File: src/rtl/alu_step_controller_pkg.sv
// Shared types and constants for the ALU step controller.
package alu_ctrl_pkg;

  typedef enum logic [1:0] {
    IDLE,
    LOAD,
    EXEC,
    DONE
  } state_t;

  // Field positions inside the 15-bit program word {opcode, A, B}
  localparam int unsigned WORD_W = 15;
  localparam int unsigned OP_MSB = 14;
  localparam int unsigned A_MSB  = 11;
  localparam int unsigned B_MSB  = 5;

  localparam int unsigned DEF_ADDR_W   = 3;
  localparam int unsigned DEF_DATA_W   = 6;
  localparam int unsigned DEF_OP_W     = 3;
  localparam int unsigned DEF_TICK_DIV = 50000000;

endpackage

File: src/rtl/alu_step_controller_key_edge_sync.sv
// Pushbutton synchroniser: two sync flops plus a falling-edge detector.
module key_edge_sync (
  input  logic clk,
  input  logic rst,
  input  logic key_n,
  output logic step
);

  logic sync1;
  logic sync2;
  logic prev;

  // Synchronise the raw key and keep the previous synchronised value
  always_ff @(posedge clk) begin
    if (rst) begin
      sync1 <= 1'b1;
      sync2 <= 1'b1;
      prev  <= 1'b1;
    end else begin
      sync1 <= key_n;
      sync2 <= sync1;
      prev  <= sync2;
    end
  end

  // One-cycle pulse on a synchronised high-to-low transition
  assign step = prev & ~sync2;

endmodule

File: src/rtl/alu_step_controller.sv
// Program sequencer for the 6-bit ALU: program store, stepping FSM, result file.
module alu_step_controller
  import alu_ctrl_pkg::*;
#(
  parameter int unsigned ADDR_W   = DEF_ADDR_W,
  parameter int unsigned DATA_W   = DEF_DATA_W,
  parameter int unsigned OP_W     = DEF_OP_W,
  parameter int unsigned TICK_DIV = DEF_TICK_DIV
) (
  input  logic              clk,
  input  logic              rst,
  input  logic              key,
  input  logic              rw,
  input  logic              run,
  input  logic [14:0]       i_data,
  input  logic [DATA_W-1:0] alu_c,
  output logic [OP_W-1:0]   instruction,
  output logic [DATA_W-1:0] A,
  output logic [DATA_W-1:0] B,
  output logic [ADDR_W-1:0] out_address,
  output logic [DATA_W-1:0] result,
  output logic              busy,
  output logic              done
);

  localparam int unsigned DEPTH = 1 << ADDR_W;
  localparam int unsigned CNT_W = (TICK_DIV > 1) ? $clog2(TICK_DIV) : 1;

  state_t state;
  state_t state_nxt;

  logic              step;
  logic [ADDR_W-1:0] addr;
  logic [ADDR_W-1:0] last_addr;
  logic [WORD_W-1:0] prog [DEPTH];
  logic [DATA_W-1:0] res  [DEPTH];
  logic [CNT_W-1:0]  tick_cnt;
  logic              tick_hit;
  logic              run_armed;
  logic              auto_op;
  logic              auto_go;
  logic              man_step;

  key_edge_sync u_key_edge_sync (
    .clk   (clk),
    .rst   (rst),
    .key_n (key),
    .step  (step)
  );

  assign out_address = addr;

  // Step qualifiers: auto-run owns the controller whenever run is high
  always_comb begin
    tick_hit = (tick_cnt == CNT_W'(TICK_DIV - 1));
    auto_go  = (state == IDLE) && run && run_armed && tick_hit;
    man_step = (state == IDLE) && !run && step;
  end

  // State register
  always_ff @(posedge clk) begin
    if (rst) state <= IDLE;
    else     state <= state_nxt;
  end

  // Next-state logic
  always_comb begin
    state_nxt = state;
    case (state)
      IDLE: if (auto_go || (man_step && !rw)) state_nxt = LOAD;
      LOAD: state_nxt = EXEC;
      EXEC: state_nxt = (auto_op && run && (addr == '1)) ? DONE : IDLE;
      DONE: state_nxt = IDLE;
      default: state_nxt = IDLE;
    endcase
  end

  // Outputs; result is read from the result file at the last executed
  // address, which always equals the most recently captured ALU value
  always_comb begin
    busy   = (state == LOAD) || (state == EXEC);
    done   = (state == DONE);
    result = res[last_addr];
  end

  // Auto-run tick counter and re-arm flag (run must drop after a full pass)
  always_ff @(posedge clk) begin
    if (rst) begin
      tick_cnt  <= '0;
      run_armed <= 1'b1;
    end else begin
      if (!run)                 run_armed <= 1'b1;
      else if (state == DONE)   run_armed <= 1'b0;

      if (!run || !run_armed || (state != IDLE)) tick_cnt <= '0;
      else if (tick_hit)                         tick_cnt <= '0;
      else                                       tick_cnt <= tick_cnt + 1'b1;
    end
  end

  // Program store, operand registers, result file and address pointer
  always_ff @(posedge clk) begin
    if (rst) begin
      addr        <= '0;
      last_addr   <= '0;
      instruction <= '0;
      A           <= '0;
      B           <= '0;
      auto_op     <= 1'b0;
      for (int unsigned i = 0; i < DEPTH; i++) begin
        prog[i[ADDR_W-1:0]] <= '0;
        res[i[ADDR_W-1:0]]  <= '0;
      end
    end else begin
      case (state)
        IDLE: begin
          auto_op <= auto_go;
          if (man_step && rw) begin
            prog[addr] <= i_data;
            addr       <= addr + 1'b1;
          end
        end
        LOAD: begin
          instruction <= prog[addr][OP_MSB -: OP_W];
          A           <= prog[addr][A_MSB -: DATA_W];
          B           <= prog[addr][B_MSB -: DATA_W];
        end
        EXEC: begin
          res[addr] <= alu_c;
          last_addr <= addr;
          // Natural wrap covers both "addr+1" and "7 -> 0 at end of auto-run"
          addr      <= addr + 1'b1;
        end
        default: ;
      endcase
    end
  end

endmodule

File: config.mk
export PLATFORM = sky130hd
export DESIGN_NAME = alu_step_controller
export DESIGN_NICKNAME = d
export VERILOG_FILES = /design/src/rtl/alu_step_controller_pkg.sv /design/src/rtl/alu_step_controller_key_edge_sync.sv /design/src/rtl/alu_step_controller.sv
export SDC_FILE = /design/constraint.sdc
export NUM_CORES = 1
export LEC_CHECK = 0
export ABC_AREA = 1
export BUFFER_PORTS_ARGS = -buffer_cell sky130_fd_sc_hd__buf_4
export CAP_MARGIN = 20
export CORE_MARGIN = 1
export CORE_UTILIZATION = 45
export DETAILED_ROUTE_END_ITERATION = 8
export PLACE_DENSITY = 0.62
export REMOVE_ABC_BUFFERS = 1
export SETUP_SLACK_MARGIN = 0.15
export SYNTH_ARGS = -nofsm -noshare
export SYNTH_HDL_FRONTEND = slang
export SYNTH_HIERARCHICAL = 1
export SYNTH_SLANG_ARGS = --single-unit
File: constraint.sdc
create_clock -name clk -period 2.4 [get_ports clk]
set_clock_uncertainty 0.05 [all_clocks]
set_input_delay 0.12 -clock clk [delete_from_list [all_inputs] [get_ports clk]]
set_output_delay 0.12 -clock clk [all_outputs]
set_load 0.005 [all_outputs]
# == After elaboration in Yosys (flattened, before gate mapping) ==
# Memories as Yosys holds them, arrays and structs flattened. A register that Yosys moved wholly into a read port is not among the register bits.
# Index checks and enable logic that the tools add are counted.
# word_totals
reg_bits,39
mem_bits_rw,168
inputBits,26
output_inout_bits,26
memories,2
# op_classes
n_addsub,2
n_eq_ne,7
n_mux,22
bitwise_logic,3
n_reduce_logical,24
# mem_list
name,words,width,read_ports,rd_clocked_by_memory_dff,write_ports,line_no,rtl
prog,8,15,1,1,8,alu_step_controller.sv:35,logic [WORD_W-1:0] prog [DEPTH];
res,8,6,1,1,8,alu_step_controller.sv:36,logic [DATA_W-1:0] res [DEPTH];
# ops
cell,n
"adder 26 x 1 -> 26 bit, second input constant",1
"equality test 26 bit, second input constant",1
two-way mux 15 bit,1
two-way mux 3 bit,5
OR reduction 15 bit,1
two-way mux 1 bit,11
logical AND 1 bit,9
case mux 2 bit (4 select lines),1
two-way mux 6 bit,1
case mux 3 bit (2 select lines),1
OR reduction 6 bit,1
"equality test 2 bit, second input constant",2
logical OR 1 bit,4
two-way mux 2 bit,2
"inequality test 2 x 1 -> 1 bit, second input constant",2
nonzero test 2 bit,2
"adder 3 x 1 -> 3 bit, second input constant",1
"equality test 3 bit, second input constant",1
zero test 1 bit,3
OR reduction 3 bit,1
"equality test 2 x 1 -> 1 bit, second input constant",1
zero test 2 bit,1
inverter 1 bit,2
AND reduction 2 bit,1
2 further kinds,2

# == Depth between registers and ports, before layout ==
# Gate-level depths: netlist of run 1.
# depth
word_depth,10
ltp_mapped,10
depth_no_buf,9

# == Cells and area by module ==
# Netlist of run 1, hierarchy kept.
# by_module_without_submodules
mod,n_inst,cells_each,area_per_inst_um2,seq_area_each_um2
alu_step_controller,1,1052,9703.1,6125.9
key_edge_sync,1,12,93.8,60.1

# == Worst setup path after synthesis of run 1 ==
# OpenSTA, ideal clock, no wires.
# synth_path
path_kind,register to register
from,reg state[1]
to,mem prog[0][0] (enable)
setup_time_ns,0.366
t_arrival_ns,1.728
required_ns,1.984
path_slack_ns,0.256
stages_incl_launch_ff,8
path_buffers,1
synth_period_minus_slack_ns,2.144
cell_sequence,dfxtp_1 inv_1 ha_1 nand4_1 nor2_2 nand2_1 clkbuf_1 nand2_1
# synth_lines
item,line_no,rtl
"start, declared",alu_step_controller.sv:29,state_t state;
"start signal, assigned",alu_step_controller.sv:63,else state <= state_nxt;
"end, declared",alu_step_controller.sv:35,

==> impl_metrics.toml, run 1 <==
[outcome]
status = "completed"

[global_routing]
grt_pass1_wl_um = 39100
grt_usage = 0.229
antenna_found_initial = 0
globalRouteOverflowTotal = 0
grt_max_degree = 27
grt_pass1_vias = 7171

[final_layout]
nNetsFinal = 1195
nFillCells = 1951
diodes = 0
layout_common_cells = "288 x nor2_1, 261 x nand2_1, 168 x edfxtp_1"
drive_gt1_frac = 0.130
final-seq-area_um2 = 6190
multiInputGateArea_um2 = 3140
final_common_cell = "nor2_1"
layout.cells.non_filler = 1454
area_growth_pct = 18.0

[hold_path]
worstHoldPathType = "input pin to flop"
worstHoldStart = "i_data[12]"
hold_depth = 3

[worst_setup_path]
path_common_cell = "nand2_1"
path_depth = 7
worstPathMaxFanout = 8
crit_path_end = "prog[1][0]"
endpoint_kind = "flop"
reg2reg_to = "prog[1][0]"
worst-r2r-setup-slack_ns = 0.35
path_class = "flop to flop"
worstPathArrival_ns = 2.23
crit_path_start = "state[0]"
timing.rr.start = "state[0]"
cp_data_required_time_ns = 2.58
ff2ff_path_depth = 7
critPathTopFamily = "simple AND/OR/NAND/NOR gates"
worst_path_max_delay_cell = "dfxtp_1"
startpoint_type = "flop"
cpPeakStageDelay_ns = 0.34
crit_chain = "inv_1 -> ha_1 -> nand4_1 -> nor2_4 -> nand2_1 -> nand2_1 -> buf_4"
worst-path-buf-inv = 2

[route]
wl_per_cell_um = 17.1
num_vias = 7470
dr.pass1.iters = 5
vias_per_cell = 5.14
dr.first_iter.drc_count = 602
antenna_left = 0
remaining_drc_errors = 0
drt-total-wl_um = 24900

[sta]
final_hold_viol_count = 0
worst_pin_slew_ns = 0.599
max_slew_margin = 0.600
period_needed_ns = 2.05
fmax_mhz = 488
whs_ns = 0.0147
setup_violations = 0
fin_crit_sh = 0.854
drv_slew = 0
rsz0062_at_grt = "false"
setup_ws_ns = 0.350

[clock_network]
cts_made_buffers = 24
clk_latency_ns = 0.51
cts_buffer_depth = 3
clock-root-buffer = "clkbuf_16"
cts_tree = "yes"
cts_sinks = 225
clk_pin_slew_ns = 0.06
htreeDepth = 1

[floorplan]
start_util = 0.463
coreArea_um2 = 21200
die_x_um = 150
io_pins = 52
dieHeight_um = 150
num_rows = 53
dieArea_um2 = 22400

[pwr]
clockPowerShare = 0.349
ir_drop_mv = 0.604
leakage_nw = 4.78
p_per_area_nw_per_um2 = 893
p_comb_frac = 0.196
seqPwrFrac = 0.455
switching_share = 0.284
p_int_mw = 7.39
power_switching_mw = 2.94

[synthesis]
yosys.area.top_type = "edfxtp_1"
seq_area_frac_synth = 0.631
synth_area_um2 = 9800
avgSynthCellArea_um2 = 9.21
synth_cell_types = 30
yosys_warnings = 6
ys_seq_elements = 225
synth_top_area_frac = 0.515
syn_inst = 1064
synth_area_leaders = "edfxtp_1 51%, dfxtp_1 12%, nor2_1 11%, nand2_1 10%, inv_1 3.2%"

[placement]
dp_slack_ns = 0.267
hpwlAfterDp_um = 17200
routabilityCongestion = 0.903
place_inst = 1401
portBuffers = 51

[job]
maxCapViolCount = 0
-- through the flow --
stage | TNS, ns | utilization | power (mW) | area, um^2
after floorplan | -1.63 | - | 5.77 | 9640
after detailed placement | 0 | 0.506 | 6.75 | 10700
after CTS | 0 | 0.544 | 10.3 | 11500
final | 0 | 0.547 | 10.3 | 11600
after global routing | 0 | 0.547 | 10.8 | 11600
after global placement | 0 | 0.506 | 6.73 | 10700
-- metal layers --
metal / GRT usage / vias to the layer above / routed length [um]
met5: 0 / - / 0
met4: 0.0490 / 0 / 372
met3: 0.0305 / 31 / 1380
met2: 0.383 / 211 / 12000
met1: 0.316 / 3557 / 11100
li1: - / 3671 / -
-- cell usage after synthesis --
library cell and number:
a21oi_1 44, a31oi_1 1, buf_1 1, buf_2 12, buf_4 5, clkbuf_1 16, clkinv_1 1, dfxtp_1 57
edfxtp_1 168, ha_1 8, inv_1 83, inv_2 1, nand2_1 261, nand3_1 31, nand3_2 1, nand3b_1 7
nand4_1 11, nor2_1 288, nor2_2 2, nor3_1 10, nor3_2 2, nor3_4 2, o211ai_1 1, o21ai_0 27
o21ai_1 2, o22ai_1 1, o31ai_1 1, o32ai_1 12, xnor2_1 4, xor2_1 4
-- cell families after synthesis --
kind of cell | share of synthesized area
AO/OA/AOI/OAI | 0.0508
XOR/XNOR | 0.00715
adder cells (fa/ha/maj) | 0.0102
buffers and inverters | 0.0490
flip-flops | 0.631
AND/OR/NAND/NOR | 0.251
-- worst min path at each step --
stage                                 end  slack [ns]
floorplan                         auto_op        0.14
global placement    u_key_edge_sync/sync1        0.27
detailed placement  u_key_edge_sync/sync1        0.27
CTS                           prog[5][13]       0.006
global route                   prog[5][1]        0.03
finish                        prog[4][12]        0.01
-- registers in the layout, summed over array words and instances (netlist names), named ones only --
signal,cells
run_armed,1
u_key_edge_sync/sync1,1
tick_cnt,26
u_key_edge_sync/prev,1
u_key_edge_sync/sync2,1
res,48
prog,120
B,6
auto_op,1
state,2
last_addr,3
out_address,3
A,6
instruction,3
-- power groups by stage --
stage | Sequential [mW] | Combinational [mW] | Clock (mW)
after floorplan | 4.75 | 1.02 | 0
after global placement | 4.76 | 1.97 | 0
after detailed placement | 4.77 | 1.98 | 0
after CTS | 4.69 | 1.99 | 3.65
after global routing | 4.74 | 2.24 | 3.79
final | 4.70 | 2.02 | 3.61
-- worst register-to-register path: stages, from the launching register on --
cell and delay [ns]:
dfxtp_1 0.34, inv_1 0.14, ha_1 0.23, nand4_1 0.18
nor2_4 0.23, nand2_1 0.11, nand2_1 0.26, buf_4 0.22
-- layout make-up --
cell class,count,share of cell area
sequential,225,0.535
clock buffer,28,0.0577
tap,275,0.0298
timing repair buffer,105,0.0690
clock inverter,16,0.00952
inverter,85,0.0279
multi-input combinational,720,0.271
-- what timing repair did --
item / 4_1_cts / 5_1_grt
endpoints found under the setup margin: 0 / 28
resized for setup: 0 / 3
hold endpoints to repair: 12 / 0
hold buffers: 4 / 0
buffers inserted: 0 / 5
Power figures use the tool's default switching activity.
==> inputs of run 2 (changes only) <==
--- a/config.mk
+++ b/config.mk
@@ -11,7 +11,7 @@
 export CORE_MARGIN = 1
 export CORE_UTILIZATION = 45
 export DETAILED_ROUTE_END_ITERATION = 8
-export PLACE_DENSITY = 0.62
+export PLACE_DENSITY = 0.63
 export REMOVE_ABC_BUFFERS = 1
 export SETUP_SLACK_MARGIN = 0.15
 export SYNTH_ARGS = -nofsm -noshare
==> run 2 against run 1 <==
Effect of this change:
- final cell count is 0.34% lower
- largest power group unchanged
- largest cell class unchanged
- die area is the same
- critical path type unchanged
- critical endpoint is now prog[7][12]
- critical path depth rose by 1
- global-route usage shrank 0.37 points
==> impl_metrics.toml, run 2 (synthesis results as in run 1) <==
[outcome]
status = "completed"

[global_routing]
antenna_found_initial = 0
grt_usage = 0.225
grt_pass1_vias = 7125
grt_max_degree = 27
grt_pass1_wl_um = 38200
globalRouteOverflowTotal = 0

[floorplan]
io_pins = 52
num_rows = 53
die_x_um = 150
start_util = 0.463
dieHeight_um = 150
dieArea_um2 = 22400
coreArea_um2 = 21200

[worst_setup_path]
path_class = "flop to flop"
timing.rr.start = "state[1]"
worst-r2r-setup-slack_ns = 0.31
worst_path_max_delay_cell = "dfxtp_1"
worstPathMaxFanout = 8
cpPeakStageDelay_ns = 0.32
cp_data_required_time_ns = 2.59
reg2reg_to = "prog[7][12]"
crit_chain = "inv_1 -> ha_1 -> nand4_1 -> nor2_2 -> buf_4 -> nand2_1 -> nand2_1 -> buf_4"
ff2ff_path_depth = 8
worstPathArrival_ns = 2.28
endpoint_kind = "flop"
startpoint_type = "flop"

[clock_network]
clk_latency_ns = 0.52
cts_buffer_depth = 3
post_cts_buffers = 0
clock-root-buffer = "clkbuf_16"
cts_tree = "yes"
htreeDepth = 1
cts_made_buffers = 24
cts_sinks = 225
clk_pin_slew_ns = 0.06

[final_layout]
fin_area_um2 = 11500
diodes = 0
nFillCells = 1955
largest_register_ffs = 120
drive_gt1_frac = 0.118
nNetsFinal = 1191
final-seq-area_um2 = 6190
top_register = "prog"
area_growth_pct = 17.3
final_common_cell = "nor2_1"
top_regs = "prog x120, res x48, tick_cnt x26"
multiInputGateArea_um2 = 3130
fin_util = 0.543
layout_common_cells = "288 x nor2_1, 261 x nand2_1, 168 x edfxtp_1"

[route]
dr.pass1.iters = 5
antenna_left = 0
num_vias = 7387
wl_per_cell_um = 16.9
remaining_drc_errors = 0
drt-total-wl_um = 24500
vias_per_cell = 5.10
dr.first_iter.drc_count = 409

[sta]
max_slew_margin = 0.580
final_hold_viol_count = 0
fin_crit_sh = 0.873
period_needed_ns = 2.09
setup_violations = 0
fin_tns_setup_ns = 0
worst_pin_slew_ns = 0.630
drv_slew = 0
rsz0062_at_grt = "false"
fmax_mhz = 477

[pwr]
leakage_nw = 4.72
p_per_area_nw_per_um2 = 879
ir_drop_mv = 0.608

[job]
maxCapViolCount = 0

[hold_path]
hold_depth = 3
hold_end = "prog[4][0]"
worstHoldPathType = "input pin to flop"
worstHoldStart = "i_data[0]"

[placement]
portBuffers = 51
hpwlAfterDp_um = 17300
place_area_um2 = 10700
routabilityCongestion = 0.914
## run 2: cell count changes in the layout (fill, tap and decap cells not counted), sizes merged, moves of 2 or more
cell / change
buf: -6
clkbuf: +8
clkinv: -8
dlygate4sd3: +2
## run 2: cell type report
class | count | area share
Sequential cell | 225 | 0.538
Multi-Input combinational cell | 720 | 0.272
Inverter | 85 | 0.0284
Clock inverter | 7 | 0.00468
Tap cell | 275 | 0.0299
Timing Repair Buffer | 101 | 0.0684
Clock buffer | 36 | 0.0579
## run 2: worst max path at each step
| stage | from | end | depth (start not counted) |
|---|---|---|---|
| detailed placement | out_address[0] | prog[2][13] | 6 |
| global route | state[1] | prog[7][10] | 8 |
| global placement | out_address[0] | prog[2][2] | 6 |
| finish | state[1] | prog[7][12] | 8 |
| floorplan | out_address[0] | prog[1][0] | 4 |
| CTS | flop | result[3] | 6 |
## run 2: repair_timing
action,4_1_cts,5_1_grt
endpoints found under the hold margin,25,0
resized for setup,0,3
endpoints found under the setup margin,0,46
hold buffers,6,0
## run 2: metrics by stage
step / std cells / setup WS (ns) / hold slack (ns) / total power [mW]
after detailed placement: 1400 / 0.213 / 0.281 / 6.75
after global placement: 1400 / 0.314 / 0.278 / 6.74
after global routing: 1449 / 0.201 / 0.0171 / 10.5
final: 1449 / 0.305 / 0.0146 / 10.1
after CTS: 1449 / 0.197 / 0.00928 / 10.2
after floorplan: 1030 / -0.109 / 0.139 / 5.77
## run 2: per-layer routing
metal	global-route usage	vias to the layer above	wire [um]
li1	-	3673	-
met1	0.279	3485	10300
met2	0.403	183	12500
met3	0.0277	46	975
met4	0.0770	0	800
met5	0	-	0
## run 2: worst max-delay path, delay by kind of cell (launching register included)
| family | cells | cell delay, ns |
|---|---|---|
| fa+ha+maj | 1 | 0.26 |
| buf+inv | 3 | 0.57 |
| simple gates | 4 | 0.61 |
| flops | 1 | 0.32 |
## run 2: power by group
part	total [mW]	switching [mW]	internal (mW)	leakage (nW)
Sequential	4.70	0.230	4.47	2.20
Combinational	1.98	1.19	0.785	2.18
Clock	3.42	1.49	1.93	0.348
